--- config.mk ---
export PLATFORM = sky130hd
export DESIGN_NAME = imm_packer
export DESIGN_NICKNAME = d
export VERILOG_FILES = /design/src/rtl/imm_packer.sv
export SDC_FILE = /design/constraint.sdc
export NUM_CORES = 1
export LEC_CHECK = 0
export CORE_MARGIN = 2
export CORE_UTILIZATION = 41
export DETAILED_ROUTE_END_ITERATION = 10
export PLACE_DENSITY_LB_ADDON = 0.25
export RECOVER_POWER = 100
export SYNTH_ARGS = -nofsm -noshare
export SYNTH_HDL_FRONTEND = slang
export SYNTH_SLANG_ARGS = --single-unit
--- constraint.sdc ---
create_clock -name CLK -period 2.4 [get_ports CLK]
set_input_delay 0.36 -clock CLK [delete_from_list [all_inputs] [get_ports CLK]]
set_output_delay 0.36 -clock CLK [all_outputs]
set_load 0.005 [all_outputs]
--- src/rtl/imm_packer.sv ---
// imm_packer: two-stage valid/ready pipeline that scatters an immediate into a RISC-V I/S/B/U/J template and flags unrepresentable values.
module imm_packer #(
  parameter int CNT_W = 16
) (
  input  logic             CLK,
  input  logic             RESET,
  input  logic             IN_VALID,
  output logic             IN_READY,
  input  logic [31:0]      IN_INS,
  input  logic [31:0]      IN_TYPE,
  input  logic [31:0]      IN_IMM,
  output logic             OUT_VALID,
  input  logic             OUT_READY,
  output logic [31:0]      OUT_INS,
  output logic             OUT_ERR,
  output logic [CNT_W-1:0] ERR_CNT
);
  localparam logic [31:0] TYPE_I = 32'd1;
  localparam logic [31:0] TYPE_S = 32'd2;
  localparam logic [31:0] TYPE_B = 32'd3;
  localparam logic [31:0] TYPE_U = 32'd4;
  localparam logic [31:0] TYPE_J = 32'd5;
  logic [31:0] packed_ins;
  logic        packed_err;
  logic        s1_valid;
  logic [31:0] s1_ins;
  logic        s1_err;
  logic        s1_load;
  logic        s2_load;
  always_comb begin
    packed_ins = IN_INS;
    packed_err = 1'b0;
    case (IN_TYPE)
      TYPE_I: begin
        packed_ins[31:20] = IN_IMM[11:0];
        packed_err = IN_IMM[31:11] != {21{IN_IMM[31]}};
      end
      TYPE_S: begin
        packed_ins[31:25] = IN_IMM[11:5];
        packed_ins[11:7] = IN_IMM[4:0];
        packed_err = IN_IMM[31:11] != {21{IN_IMM[31]}};
      end
      TYPE_B: begin
        packed_ins[31] = IN_IMM[12];
        packed_ins[30:25] = IN_IMM[10:5];
        packed_ins[11:8] = IN_IMM[4:1];
        packed_ins[7] = IN_IMM[11];
        packed_err = (IN_IMM[31:12] != {20{IN_IMM[31]}}) | IN_IMM[0];
      end
      TYPE_U: begin
        packed_ins[31:12] = IN_IMM[31:12];
        packed_err = |IN_IMM[11:0];
      end
      TYPE_J: begin
        packed_ins[31] = IN_IMM[20];
        packed_ins[30:21] = IN_IMM[10:1];
        packed_ins[20] = IN_IMM[11];
        packed_ins[19:12] = IN_IMM[19:12];
        packed_err = (IN_IMM[31:20] != {12{IN_IMM[31]}}) | IN_IMM[0];
      end
      default: ;
    endcase
  end
  assign s2_load  = !OUT_VALID || OUT_READY;
  assign s1_load  = !s1_valid || s2_load;
  assign IN_READY = s1_load;
  always_ff @(posedge CLK or posedge RESET) begin
    if (RESET) begin
      s1_valid  <= 1'b0;
      s1_ins    <= '0;
      s1_err    <= 1'b0;
      OUT_VALID <= 1'b0;
      OUT_INS   <= '0;
      OUT_ERR   <= 1'b0;
      ERR_CNT   <= '0;
    end else begin
      if (s1_load) begin
        s1_valid <= IN_VALID;
        s1_ins   <= packed_ins;
        s1_err   <= packed_err;
      end
      if (s2_load) begin
        OUT_VALID <= s1_valid;
        OUT_INS   <= s1_ins;
        OUT_ERR   <= s1_err;
      end
      if (OUT_VALID && OUT_READY && OUT_ERR && !(&ERR_CNT))
        ERR_CNT <= ERR_CNT + 1'b1;
    end
  end
endmodule
Word level (Yosys, flattened, before mapping)
Cells that the tools add are included.
{"block": "word_totals", "in_bits": 100, "output_inout_bits": 51, "regBits": 84, "wordCells": 35}
{"block": "op_classes", "n_reduce_logical": 12, "n_addsub": 1, "n_mux": 5, "bitwise": 2, "n_eq_ne": 8}
{"op": "equality test 32 x 2 -> 1 bit (second input constant)", "count": 2}
{"op": "equality test 32 x 3 -> 1 bit (second input constant)", "count": 2}
{"op": "equality test 32 x 1 -> 1 bit (second input constant)", "count": 1}
{"op": "one-hot mux 7 bit (4 select lines)", "count": 1}
{"op": "!= test 20 bit", "count": 1}
{"op": "!= test 19 bit", "count": 1}
{"op": "adder 16 x 1 -> 16 bit (second input constant)", "count": 1}
{"op": "AND reduction 16 bit", "count": 1}
{"op": "one-hot mux 5 bit (3 select lines)", "count": 1}
{"op": "OR reduction 12 bit", "count": 1}
{"op": "!= test 11 bit", "count": 1}
{"op": "one-hot mux 5 bit (2 select lines)", "count": 1}
{"op": "two-way mux 8 bit", "count": 1}
{"op": "one-hot mux 1 bit (4 select lines)", "count": 1}
{"op": "OR reduction 2 bit", "count": 2}
{"op": "logical AND 1 bit", "count": 3}
{"op": "zero test 1 bit", "count": 3}
{"op": "logical OR 1 bit", "count": 2}
{"op": "OR 1 bit", "count": 2}

Longest topological paths before layout
{"block": "depth", "depth_word": 3, "mapped_depth": 7, "mapped_depth_nobuf": 6}

Worst setup path before layout
OpenSTA, ideal clock, no wires.
{"block": "synth_path", "path_kind": "input-to-reg", "start": "input IN_TYPE[4]", "end": "register s1_ins[7]", "path_slack_ns": 0.384, "required_ns": 2.275, "arrival_ns": 1.891, "cell_stages": 5, "setup_time_ns": 0.125, "path_buffers": 0, "path_cell_list": "nor4_2 > nand4_2 > nor4b_4 > mux2_1 > mux2_2"}
{"block": "synth_via", "elab_chain_len": 2, "word_cells_on_any_way": 3, "cone_classes": "eq/ne: 2; mux: 1"}
{"item": "start: declaration", "line_no": "10", "rtl": "input logic [31:0] IN_TYPE,"}
{"item": "equality test 32 x 2 -> 1 bit", "line_no": "33", "rtl": "case (IN_TYPE)"}
{"item": "one-hot mux 5 bit (2 select lines) (*)", "line_no": "33"}
{"item": "end signal: assignment", "line_no": "79", "rtl": "s1_ins <= packed_ins;"}
{"item": "end: declaration", "line_no": "26", "rtl": "logic [31:0] s1_ins;"}
Mark *: on every way between the ends. The rest lies on a longest branch, timed or not.
A chain may end at the register's enable or synchronous reset.

Final worst setup path
{"block": "layout_path", "start": "input OUT_READY", "end": "output IN_READY"}
{"block": "layout_via", "elab_chain_len": 2}
{"item": "start: declaration", "line_no": "13", "rtl": "input logic OUT_READY,"}
{"item": "logical OR 1 bit", "line_no": "64", "rtl": "assign s2_load = !OUT_VALID || OUT_READY;"}
{"item": "logical OR 1 bit", "line_no": "65", "rtl": "assign s1_load = !s1_valid || s2_load;"}
{"item": "end: declaration", "line_no": "8", "rtl": "output logic IN_READY,"}
Every way passes these cells.

==> results_dict.tcl <==
set metrics [dict create \
    path_cells "dlygate4sd3_1 > nand3b_1 > clkdlybuf4s50_1" \
    cellLeakagePower_nw 2.421 \
    crit_path_max_incr_delay_ns 0.60 \
    synth_area_leaders "dfrtp_1 (51%), mux2_2 (11%), mux2i_1 (3.4%)" \
    power_density_nw_per_um2 556.1 \
    n_diodes 0 \
    grt_usage_pct 20.92 \
    grt_start_max_net_pins 85 \
    antenna_found_initial 0 \
    status "finished clean" \
    remaining_drc_errors 0 \
    die_area_um2 10890 \
    total_number_of_vias 3541 \
    min-delay-path-class "flop to flop" \
    max_freq_mhz 460.2 \
    netlist-cell-type-count 49 \
    synth_fp_nets 467 \
    grt_pass1_vias 3691 \
    dominantRegCellSynth "dfrtp_1" \
    syn-cell-area_um2 4129 \
    die_height_um 104.4 \
    critical_path.max_fanout 3 \
    clock-skew-final_ns 0.01441 \
    starting_density_pct 42.24 \
    drtPass1Iterations 5 \
    cts_inserted_buffers 9 \
    ffs_w_async_s_r_synth_pct 100.0 \
    master_of_the_slowest_instance_on_the_critical_path "dlygate4sd3_1" \
    finalSetupViolCount 0 \
    path_buf_inv 2 \
    post_cts_buffers 0 \
    layout-drive-gt1-share_pct 15.69 \
    cts_hold_buffers 0 \
    cts-root-buf "clkbuf_8" \
    highest_layer "met4" \
    synth_commonest_cells "dfrtp_1 (84), mux2_2 (42), nor2_1 (34), a21oi_1 (19)" \
    relSlewSlack_pct 24.24 \
    critical-path-top-delay-family "buffers and inverters" \
    ctsResizeCount 0 \
    std_cell_rows 36 \
    post-route-period-util_pct 90.54 \
    yosys_register_bits 84 \
    synth-seq-area-share_pct 50.91 \
    hpwlAfterDp_um 8417 \
    final_max_slew_viol_count 0 \
    chipWidth_um 104.4 \
    tightest_slew_ns 1.136 \
    synth.largest_area_cell "dfrtp_1" \
    post_route_antenna_net_violation_count 0 \
    syn_inst 366 \
    synth-edff-count 0 \
    worstReg2RegStart "OUT_VALID" \
    ws_path_type "input pin to output pin" \
    number_of_i_o_pins 151 \
    port_buffers 150 \
    met3RoutedLength_um 719 \
    syn_avg_cell_area_um2 11.28 \
    final_weighted_congestion_of_routability_driven_global_placement 0.8318 \
    period_needed_ns 2.173 \
    synthMostInstantiatedCell "dfrtp_1" \
    vias_per_cell 5.349 \
    drt-initial-drc-count 181 \
    clock_sink_count 84 \
    worstSetupStartpoint "OUT_READY" \
    insertion_delay_ns 0.36 \
    critical_path.endpoint_type "output pin" \
    rsz0062_at_grt "false" \
    timing.final.hold_violations 0 \
    placeableCoreArea_um2 9774 \
    worst_ir_drop_vdd_mv 0.2958 \
    max-clock-path-buffers 2 \
    drt-wirelength-per-cell_um 16.71 \
    drt_wl_total_um 11060 \
    synthToLayoutAreaGrowth_pct 46.55 \
    worst_setup_hold_path_clk_slew_ns 0.09 \
    globalRouteOverflowTotal 0 \
    route.met2.wl_um 5549 \
    maxCapViolations 0 \
    setup_tns_ns 0 \
    wire_length_of_the_first_global_routing_pass_um 18130 \
    worstPathRequired_ns 2.04 \
    layout.nets 625 \
    min-delay-start "ERR_CNT[11]" \
    arrival_ns 1.81 \
    drt-met1-wl_um 4589 \
    cts_tree "done" \
    synthDominantCellAreaShare_pct 50.91 \
    post-layout-total-power_mw 3.365 \
    cts_max_level 3 \
    critPathLaunchType "input pin" \
    yosysWarnings 0 \
]
==> where the power goes <==
part	total, mW	internal (mW)	switching [mW]
clock	1.06	0.498	0.558
sequential	1.63	1.56	0.0711
combinational	0.678	0.416	0.262
==> flip-flops by register name, summed over array words and instances (netlist names) <==
name,flops
ERR_CNT,16
OUT_ERR,1
OUT_INS,32
OUT_VALID,1
s1_err,1
s1_ins,32
s1_valid,1
==> routing by layer <==
layer	up-vias	global-route usage, %
li1	1669	-
met1	1700	25.57
met2	153	36.88
met3	19	4.010
met4	0	7.046
met5	-	0
==> cells in the final DEF (no fill, tap or decap), types with 4 or more instances in the layout <==
| cell | count |
|---|---|
| inv_1 | 4 |
| a22oi_1 | 14 |
| clkbuf_1 | 6 |
| nor2b_1 | 5 |
| clkbuf_8 | 9 |
| clkdlybuf4s50_1 | 98 |
| mux2i_1 | 14 |
| xnor2_1 | 11 |
| nand2_1 | 18 |
| a21oi_1 | 19 |
| nand3b_1 | 5 |
| dlygate4sd3_1 | 52 |
| nand4_1 | 7 |
| nand3_1 | 13 |
| nor2_1 | 34 |
| xor2_1 | 4 |
| o31ai_1 | 5 |
| o21ai_0 | 10 |
| mux2_2 | 42 |
| nor4_1 | 6 |
| dfrtp_1 | 84 |
| and3_1 | 4 |
| a41oi_1 | 5 |
| buf_4 | 9 |
==> layout make-up <==
class	count	area, µm²
fillers	827	3724
flip-flops and latches	84	2102
multi-input cells	256	1917
repair buffers	168	1639
well taps	133	166.4
clock buffers	9	123.9
clock inverters	7	80.08
inverters	5	22.52
==> path summary, 6_finish.rpt <==
check / slack (ns) / cells after the start / endpoint
min: 0.49 / 1 / ERR_CNT[11]
max reg2reg: 0.51 / 5 / s1_err
min reg2reg: 0.49 / 1 / ERR_CNT[11]
min in group asynchronous: 0.87 / 3 / OUT_INS[14]
max in group asynchronous: 0.79 / 3 / OUT_INS[29]
max: 0.23 / 3 / IN_READY
==> metrics by stage <==
stage | instance area, µm² | hold WS [ns] | utilization (%) | setup slack (ns) | cells
2_1_floorplan | 4133 | 0.4546 | - | 0.3842 | 366
3_3_place_gp | 5897 | 0.4752 | 60.33 | 0.07810 | 646
3_5_place_dp | 5897 | 0.4776 | 60.33 | 0.02640 | 646
4_1_cts | 6101 | 0.4792 | 62.42 | 0.2869 | 662
5_1_grt | 6051 | 0.5145 | 61.90 | 0.1500 | 662
6_report | 6051 | 0.4912 | 61.90 | 0.2270 | 662
==> cells by family (layout without fill, tap and decap cells) <==
group | count (synthesis) | count (layout) | share of synthesized area (%)
AOI/OAI and AO/OA | 64 | 64 | 10.33
buffers and inverters | 26 | 189 | 2.485
and+or+nand+nor | 119 | 119 | 17.67
xor gates and xnor gates | 15 | 15 | 3.182
DFF | 84 | 84 | 50.91
muxes | 57 | 57 | 15.12
adders and majority gates | 1 | 1 | 0.3030
No activity file was read; power rests on OpenSTA's default activity.
